==> src/rtl/alu_pkg.sv <==
// Shared ALU definitions: multiplier FSM states, default operand width and
// the radix-4 Booth select codes used by the sequential and array multipliers.
package alu_pkg;

    localparam int WIDTH_DEF = 32;

    typedef enum logic {
        IDLE = 1'b0,
        RUN  = 1'b1
    } mul_state_t;

    typedef enum logic [2:0] {
        ZERO = 3'd0,
        POS1 = 3'd1,
        POS2 = 3'd2,
        NEG1 = 3'd3,
        NEG2 = 3'd4
    } booth_sel_t;

endpackage

==> src/rtl/booth_r4_recode.sv <==
// Radix-4 Booth recoder: maps a multiplier triplet {q[2i+1], q[2i], q[2i-1]}
// to the partial-product select code.
module booth_r4_recode
    import alu_pkg::*;
(
    input  logic [2:0] triplet,
    output logic [2:0] sel
);

    always_comb begin
        sel = ZERO;
        unique case (triplet)
            3'b000, 3'b111: sel = ZERO;
            3'b001, 3'b010: sel = POS1;
            3'b011:         sel = POS2;
            3'b100:         sel = NEG2;
            3'b101, 3'b110: sel = NEG1;
            default:        sel = ZERO;
        endcase
    end

endmodule

==> src/rtl/booth_mul_seq.sv <==
// Sequential signed radix-4 Booth multiplier: one Booth digit per clock,
// producing the exact 2*WIDTH-bit product on hi/lo.
module booth_mul_seq
    import alu_pkg::*;
#(
    parameter int WIDTH = WIDTH_DEF
) (
    input  logic             clock,
    input  logic             clear,
    input  logic             start,
    input  logic [WIDTH-1:0] multiplicand,
    input  logic [WIDTH-1:0] multiplier,
    output logic             busy,
    output logic             done,
    output logic [WIDTH-1:0] hi,
    output logic [WIDTH-1:0] lo
);

    localparam int ITER = WIDTH / 2;
    localparam int CW   = (ITER > 1) ? $clog2(ITER) : 1;
    localparam int AW   = WIDTH + 2;

    // Handshake: start is sampled only while busy is low; an accepted start
    // raises busy from the next cycle, and done pulses for one cycle after
    // the final iteration, with hi/lo valid from that cycle until the next done.

    mul_state_t       state, state_nx;
    logic             load, step, finish;

    logic [AW-1:0]    acc;
    logic [WIDTH-1:0] m_reg;
    logic [WIDTH-1:0] q_reg;
    logic             q_m1;
    logic [CW-1:0]    cnt;
    logic             done_r;
    logic [WIDTH-1:0] hi_r, lo_r;

    logic [2:0]       sel_raw;
    booth_sel_t       sel;
    logic [AW-1:0]    m_ext, pp, sum, acc_sh;
    logic [WIDTH-1:0] q_sh;
    logic             last;

    booth_r4_recode u_recode (
        .triplet ({q_reg[1], q_reg[0], q_m1}),
        .sel     (sel_raw)
    );

    assign sel   = booth_sel_t'(sel_raw);
    assign m_ext = {{2{m_reg[WIDTH-1]}}, m_reg};

    always_comb begin
        pp = '0;
        unique case (sel)
            ZERO:    pp = '0;
            POS1:    pp = m_ext;
            POS2:    pp = m_ext << 1;
            NEG1:    pp = -m_ext;
            NEG2:    pp = -(m_ext << 1);
            default: pp = '0;
        endcase
    end

    // The {acc, q} pair shifts right arithmetically by two after each add.
    assign sum    = acc + pp;
    assign acc_sh = {{2{sum[AW-1]}}, sum[AW-1:2]};
    assign q_sh   = {sum[1:0], q_reg[WIDTH-1:2]};
    assign last   = (cnt == CW'(ITER - 1));

    always_ff @(posedge clock) begin
        if (clear) state <= IDLE;
        else       state <= state_nx;
    end

    always_comb begin
        state_nx = state;
        load     = 1'b0;
        step     = 1'b0;
        finish   = 1'b0;
        unique case (state)
            IDLE: begin
                if (start) begin
                    load     = 1'b1;
                    state_nx = RUN;
                end
            end
            RUN: begin
                step = 1'b1;
                if (last) begin
                    finish   = 1'b1;
                    state_nx = IDLE;
                end
            end
            default: state_nx = IDLE;
        endcase
    end

    always_ff @(posedge clock) begin
        if (clear) begin
            acc    <= '0;
            m_reg  <= '0;
            q_reg  <= '0;
            q_m1   <= 1'b0;
            cnt    <= '0;
            done_r <= 1'b0;
            hi_r   <= '0;
            lo_r   <= '0;
        end else begin
            done_r <= finish;
            if (load) begin
                m_reg <= multiplicand;
                q_reg <= multiplier;
                q_m1  <= 1'b0;
                acc   <= '0;
                cnt   <= '0;
            end else if (step) begin
                acc   <= acc_sh;
                q_reg <= q_sh;
                q_m1  <= q_reg[1];
                cnt   <= cnt + CW'(1);
            end
            // After ITER double-shifts the low half of acc holds the product's upper word.
            if (finish) begin
                hi_r <= acc_sh[WIDTH-1:0];
                lo_r <= q_sh;
            end
        end
    end

    assign busy = (state == RUN);
    assign done = done_r;
    assign hi   = hi_r;
    assign lo   = lo_r;

endmodule

==> config.mk <==
export PLATFORM = sky130hd
export DESIGN_NAME = booth_mul_seq
export DESIGN_NICKNAME = d
export VERILOG_FILES = /design/src/rtl/alu_pkg.sv /design/src/rtl/booth_r4_recode.sv /design/src/rtl/booth_mul_seq.sv
export SDC_FILE = /design/constraint.sdc
export NUM_CORES = 1
export LEC_CHECK = 0
export ABC_AREA = 0
export BUFFER_PORTS_ARGS = -buffer_cell sky130_fd_sc_hd__buf_4
export CAP_MARGIN = 20
export CORE_ASPECT_RATIO = 1.1
export CORE_MARGIN = 4
export CORE_UTILIZATION = 40
export DETAILED_ROUTE_END_ITERATION = 12
export GPL_ROUTABILITY_DRIVEN = 0
export PLACE_DENSITY = 0.59
export RECOVER_POWER = 25
export REMOVE_ABC_BUFFERS = 1
export SYNTH_ARGS = -nofsm -noshare
export SYNTH_HDL_FRONTEND = slang
export SYNTH_SLANG_ARGS = --single-unit
==> constraint.sdc <==
create_clock -name clock -period 11.3 [get_ports clock]
set_clock_uncertainty 0.2 [all_clocks]
set_input_delay 1.695 -clock clock [delete_from_list [all_inputs] [get_ports clock]]
set_output_delay 1.695 -clock clock [all_outputs]
set_load 0.01 [all_outputs]
# [Word level (Yosys, flattened, before mapping)]
# Memories as Yosys holds them, arrays and structs flattened.
# Cells that the tools add are included.
[word_totals] memories=1 input_bits=67 register_bits=167 word_cells=32 mem_bits_ro=24 ramBits=0 output_inout_bits=66 latch_bits=0
[mem_list] memory="(name not given)" depth=8 word_bits=3 rd=1 rd_clocked_by_memory_dff=0 write_ports=0 line="booth_r4_recode.sv:12" source="unique case (triplet)"
[classes] addsub=4 multipliers=0 bitwise=1 n_reduce_logical=2 order_cmp=0 n_eq_ne=5 div_mod_pow=0 n_shift=0 muxes=10
[op_table] op="case mux 34 bit (4 select lines)" count=1
[op_table] op="negation 34 bit" count=2
[op_table] op="2-to-1 mux 32 bit" count=2
[op_table] op="adder 34 bit" count=1
[op_table] op="== test 3 x 2 -> 1 bit (second input constant)" count=2
[op_table] op="2-to-1 mux 1 bit" count=6
[op_table] op="adder 4 x 1 -> 4 bit (second input constant)" count=1
[op_table] op="== test 4 bit (second input constant)" count=1
[op_table] op="== test 3 x 1 -> 1 bit (second input constant)" count=1
[op_table] op="== test 3 bit (second input constant)" count=1
[op_table] op="case mux 1 bit (2 select lines)" count=1
[op_table] op="nonzero test 2 bit" count=1
[op_table] op="OR reduction 2 bit" count=1
[op_table] op="inverter 1 bit" count=1

# [Depth between registers and ports, before layout]
# An unclocked memory read counts as a cell.
[depth] depth_word=6 mapped_depth=23 depth_no_buf=21

# [Cells and area by module]
# From an unflattened synthesis, not the netlist that was laid out.
[unflattened] hier_cells=1300 area_unflattened_um2=9771.9
[by_module_without_submodules] mod="booth_mul_seq" area_per_inst_um2=9716.8 cells_each=1294 seq_area_each_um2=3343.2 n_inst=1
[by_module_without_submodules] mod="booth_r4_recode" area_per_inst_um2=55.1 cells_each=6 seq_area_each_um2=0.0 n_inst=1

# [Least setup slack after synthesis]
# OpenSTA, ideal clock, no wires.
[synth_path] path_kind="reg2reg" from="register m_reg[0]" to="register acc[29]" synth_period_minus_slack_ns=5.632 required_ns=10.978 setup_time_ns=0.122 arrival_time_ns=5.310 stages_incl_launch_ff=22 path_slack_ns=5.668 path_buffers=1 cell_sequence="dfxtp_1 > inv_1 > ha_1 > or3b_2 > clkbuf_1 > nor2_1 > nand2_2 > or3_2 > or3_4 > or3_1 > o21ai_0 > a22oi_1 > o311ai_0 > ha_1 > a21oi_1 > or3b_2 > a221o_1 > o21ai_0 > a31oi_1 > a21oi_1 > nor4_1 > a311o_1"
[synth_between] elab_chain_cells=3 elab_cells_between_ends=4 cone_classes="add/sub (3); mux (1)"
[synth_lines] item="start, declared" line="booth_mul_seq.sv:31" source="logic [WIDTH-1:0] m_reg;"
[synth_lines] item="start signal, assigned" line="booth_mul_seq.sv:111" source="m_reg <= multiplicand;"
[synth_lines] item="negation 34 bit, on equally long branches" line="booth_mul_seq.sv:58, booth_mul_seq.sv:59"
[synth_lines] item="case mux 34 bit (4 select lines) *" line="booth_mul_seq.sv:54" source="unique case (sel)"
[synth_lines] item="adder 34 bit *" line="booth_mul_seq.sv:65" source="assign sum = acc + pp;"
[synth_lines] item="end signal, assigned" line="booth_mul_seq.sv:117" source="acc <= acc_sh;"
[synth_lines] item="end, declared" line="booth_mul_seq.sv:30" source="logic [AW-1:0] acc;"
# Mark *: on every way between the ends. The rest lies on a longest branch, timed or not.
# A chain may end at the register's enable or synchronous reset.

# [Worst setup path after layout]
# Same ends and word-level chain as after synthesis.

==> out/qor.csv <==
stage;metric;value;unit
floorplan;design.die.area;26700;um2
final_layout;synthToLayoutAreaGrowth;14.5;%
final_layout;fillers;2446;
floorplan;die-height;171;um
synthesis;yosysWarnings;0;
clocking;cts.sinks;167;
detailed_routing;drt-total-wl;26.1;mm
power_and_ir_drop;p_clk_share;40.8;%
detailed_routing;drtIter0Drc;685;
timing;setup_viol;0;
power_and_ir_drop;power.leakage;4.38;nW
timing;rsz0062_at_grt;false;
clocking;ctsHoldBuffers;0;
clocking;root_buffer;clkbuf_16;
timing;fin_tns_setup;0;ns
power_and_ir_drop;pwr-share-comb;15.1;%
timing;hold_viol;0;
clocking;cts.reportedPaths.clkPinSlew;0.07;ns
setup_path;cp_cell_sequence;inv_1 -> ha_1 -> or3b_2 -> nor2_1 -> nand2_2 -> or3_2 -> or3_4 -> or3_1 -> o21ai_0 -> a22oi_1 -> o311ai_0 -> ha_1 -> a21oi_1 -> or3b_2 -> a221o_1 -> o21ai_0 -> a31oi_1 -> a21oi_1 -> nor4_1 -> a311o_1;
power_and_ir_drop;p_sw;0.434;mW
setup_path;max_stage_delay;0.54;ns
setup_path;critPathLaunchType;flip-flop;
power_and_ir_drop;seq_power_share;44.1;%
clocking;cts_tree;built;
detailed_routing;vias;8950;
clocking;h-tree-depth;4;
timing;fmax;0.157;GHz
synthesis;ys_ff_latch;167;
final_layout;nets;1443;
global_routing;grt_pass1_vias;8210;
global_routing;grt_util_all_layers;19.3;%
timing;tightest_slew;1.05;ns
power_and_ir_drop;p_per_area;129;nW/um2
synthesis;syn_inst;1271;
hold_path;hold_class;reg -> reg;
setup_path;timing_worst_setup_path_type;reg -> reg;
power_and_ir_drop;finalPower;1.43;mW
detailed_routing;avgRoutedWirePerCell;15.8;um
floorplan;fp-row-count;59;
clocking;cts_setup_buffers;0;
setup_path;endpoint_kind;flip-flop;
floorplan;initial_core_util;40.7;%
detailed_routing;antenna_left;0;
synthesis;synth_edf_count;0;
global_routing;grt_remaining_overflow;0;
timing;fin_crit_sh;56.4;%
final_layout;insertedDiodeCount;0;
placed_design;io_buffers;132;
clocking;cts_inserted_buffers;17;
floorplan;io_pins;133;
timing;fin_crit;6.37;ns
final_layout;drive_gt1_share;11.2;%
flow_run;cap_violations;0;
power_and_ir_drop;p_int;0.996;mW
synthesis;synth_ff_type;dfxtp_1;
setup_path;cp_data_arrival_time;6.49;ns
global_routing;antenna_found_initial;0;
clocking;post_cts_resized;0;
setup_path;critPathTopFamily;simple AND/OR/NAND/NOR gates;
placed_design;placed_area;10600;um2
floorplan;core;23700;um2
final_layout;stdcell_area;11100;um2
floorplan;die_width;156;um
timing;report.final.slew_viol_count;0;
setup_path;cp_max_fo;8;
status;status;finished clean;
synthesis;syn_avg_cell_area;7.59;um2
synthesis;synthArstFlopShare;0;%
clocking;clock_latency;0.43;ns
synthesis;synth_cell_types;78;
global_routing;grt_start_max_net_pins;103;
power_and_ir_drop;max-vdd-ir-drop;86.8;uV
synthesis;mappedNetlistArea;9650;um2
setup_path;crit_path_top_delay_cell;or3b_2;
detailed_routing;drc;0;
global_routing;grt_first_pass_wirelength;42.4;mm
synthesis;synth-seq-area-share;34.6;%
placed_design;dpl.hpwl;18.1;mm
detailed_routing;viasPerCell;5.40;
setup_path;cp.required;11.42;ns
timing;relSlewSlack;30.1;%
detailed_routing;first_pass_iters;5;
power_and_ir_drop;switching_share;30.4;%
setup_path;crit_buf_inv;1;
clocking;clk_path_buf_depth;2;
cell type report:
cell class	count	area (um2)	share of cell area [%]
Clock buffer	18	439	3.97
Clock inverter	14	158	1.43
Inverter	17	63.8	0.577
Multi-Input combinational cell	993	5790	52.4
Sequential cell	167	3350	30.3
Tap cell	305	382	3.45
Timing Repair Buffer	142	868	7.86
cells by family (layout without fill, tap and decap cells):
family	Yosys count	in the layout	synth area share, %
and+or+nand+nor	511	511	24.2
AOI/OAI and AO/OA	359	359	22.3
DFF	167	167	34.6
buffers and inverters	111	191	5.48
muxes	50	50	5.19
adders and majority gates	38	38	5.00
xor gates and xnor gates	35	35	3.18
cells in the mapped netlist, drive strengths merged (5+ instances only):
master	n	share of area, %
nand2	224	8.7
a21oi	171	8.9
dfxtp	167	35
nor2	151	5.9
clkbuf	76	3.4
o21ai	71	3.7
mux2i	50	5.2
ha	37	4.8
nor3	34	1.9
xnor2	21	1.9
nand3	17	0.93
or3	17	1.3
a21o	16	1.2
buf	16	0.99
inv	16	0.62
o311ai	16	1.5
xor2	14	1.3
a211oi	13	1.0
a22oi	13	1.0
nand3b	9	0.70
or4	9	0.79
o21a	8	0.62
or2	8	0.52
a31oi	7	0.45
a221o	6	0.64
and3	6	0.40
nand4	6	0.45
nor4	6	0.54
and2	5	0.32
nand4b	5	0.45
o22ai	5	0.32
metal layers:
layer | wire length [um] | vias up | track usage [%] | share of wire, %
li1 | - | 4629 | - | -
met1 | 12800 | 4091 | 26.9 | 49
met2 | 11700 | 200 | 31.2 | 45
met3 | 1250 | 30 | 3.19 | 4.8
met4 | 365 | 0 | 4.72 | 1.4
met5 | 0 | - | 0 | 0
worst reg2reg max path, delay by kind of cell (launching register included):
family                   cells  cell delay, ns
flip-flops                   1            0.33
adder cells (fa/ha/maj)      2            0.61
buffers and inverters        1            0.09
AND/OR/NAND/NOR              8            2.75
AO/OA/AOI/OAI                9            2.26
final timing paths:
kind	start	endpoint	slack, ns	cells after the start
setup / recovery	m_reg[0]$_SDFFE_PP0P_	acc[29]$_SDFFE_PP0P_	4.93	20
hold / removal	lo[12]$_SDFFE_PP0P_	lo[12]$_SDFFE_PP0P_	0.25	2
setup reg to reg	m_reg[0]$_SDFFE_PP0P_	acc[29]$_SDFFE_PP0P_	4.93	20
hold reg to reg	lo[12]$_SDFFE_PP0P_	lo[12]$_SDFFE_PP0P_	0.25	2
layout by cell type, fill, tap and decap left out, drive strengths merged, types with 7 or more instances in the layout:
cell / count
nor3: 34
a211oi: 13
or4: 9
or3: 17
o311ai: 16
buf: 84
o21a: 8
nor2: 151
clkbuf: 76
dfxtp: 167
o21ai: 71
a31oi: 7
xor2: 14
clkinv: 7
or2: 8
nand3b: 9
ha: 37
mux2i: 50
a21o: 16
nand2: 224
a22oi: 13
nand3: 17
xnor2: 21
a21oi: 171
inv: 22
per-stage QoR:
stage | cells | setup slack (ns) | hold slack, ns | utilization, %
6_report | 1656 | 4.93 | 0.254 | 46.6
2_1_floorplan | 1177 | 5.59 | 0.234 | -
3_3_place_gp | 1623 | 5.12 | 0.244 | 44.9
4_1_cts | 1655 | 4.92 | 0.258 | 47.4
5_1_grt | 1656 | 4.49 | 0.270 | 46.6
3_5_place_dp | 1623 | 4.94 | 0.248 | 44.9
power by group through the flow:
stage	Clock [mW]	Sequential [mW]	Combinational (mW)
2_1_floorplan	0	0.641	0.142
3_3_place_gp	0	0.644	0.211
3_5_place_dp	0	0.645	0.213
4_1_cts	0.596	0.631	0.214
5_1_grt	0.623	0.635	0.242
6_report	0.583	0.631	0.216
Power figures use the tool's default switching activity.
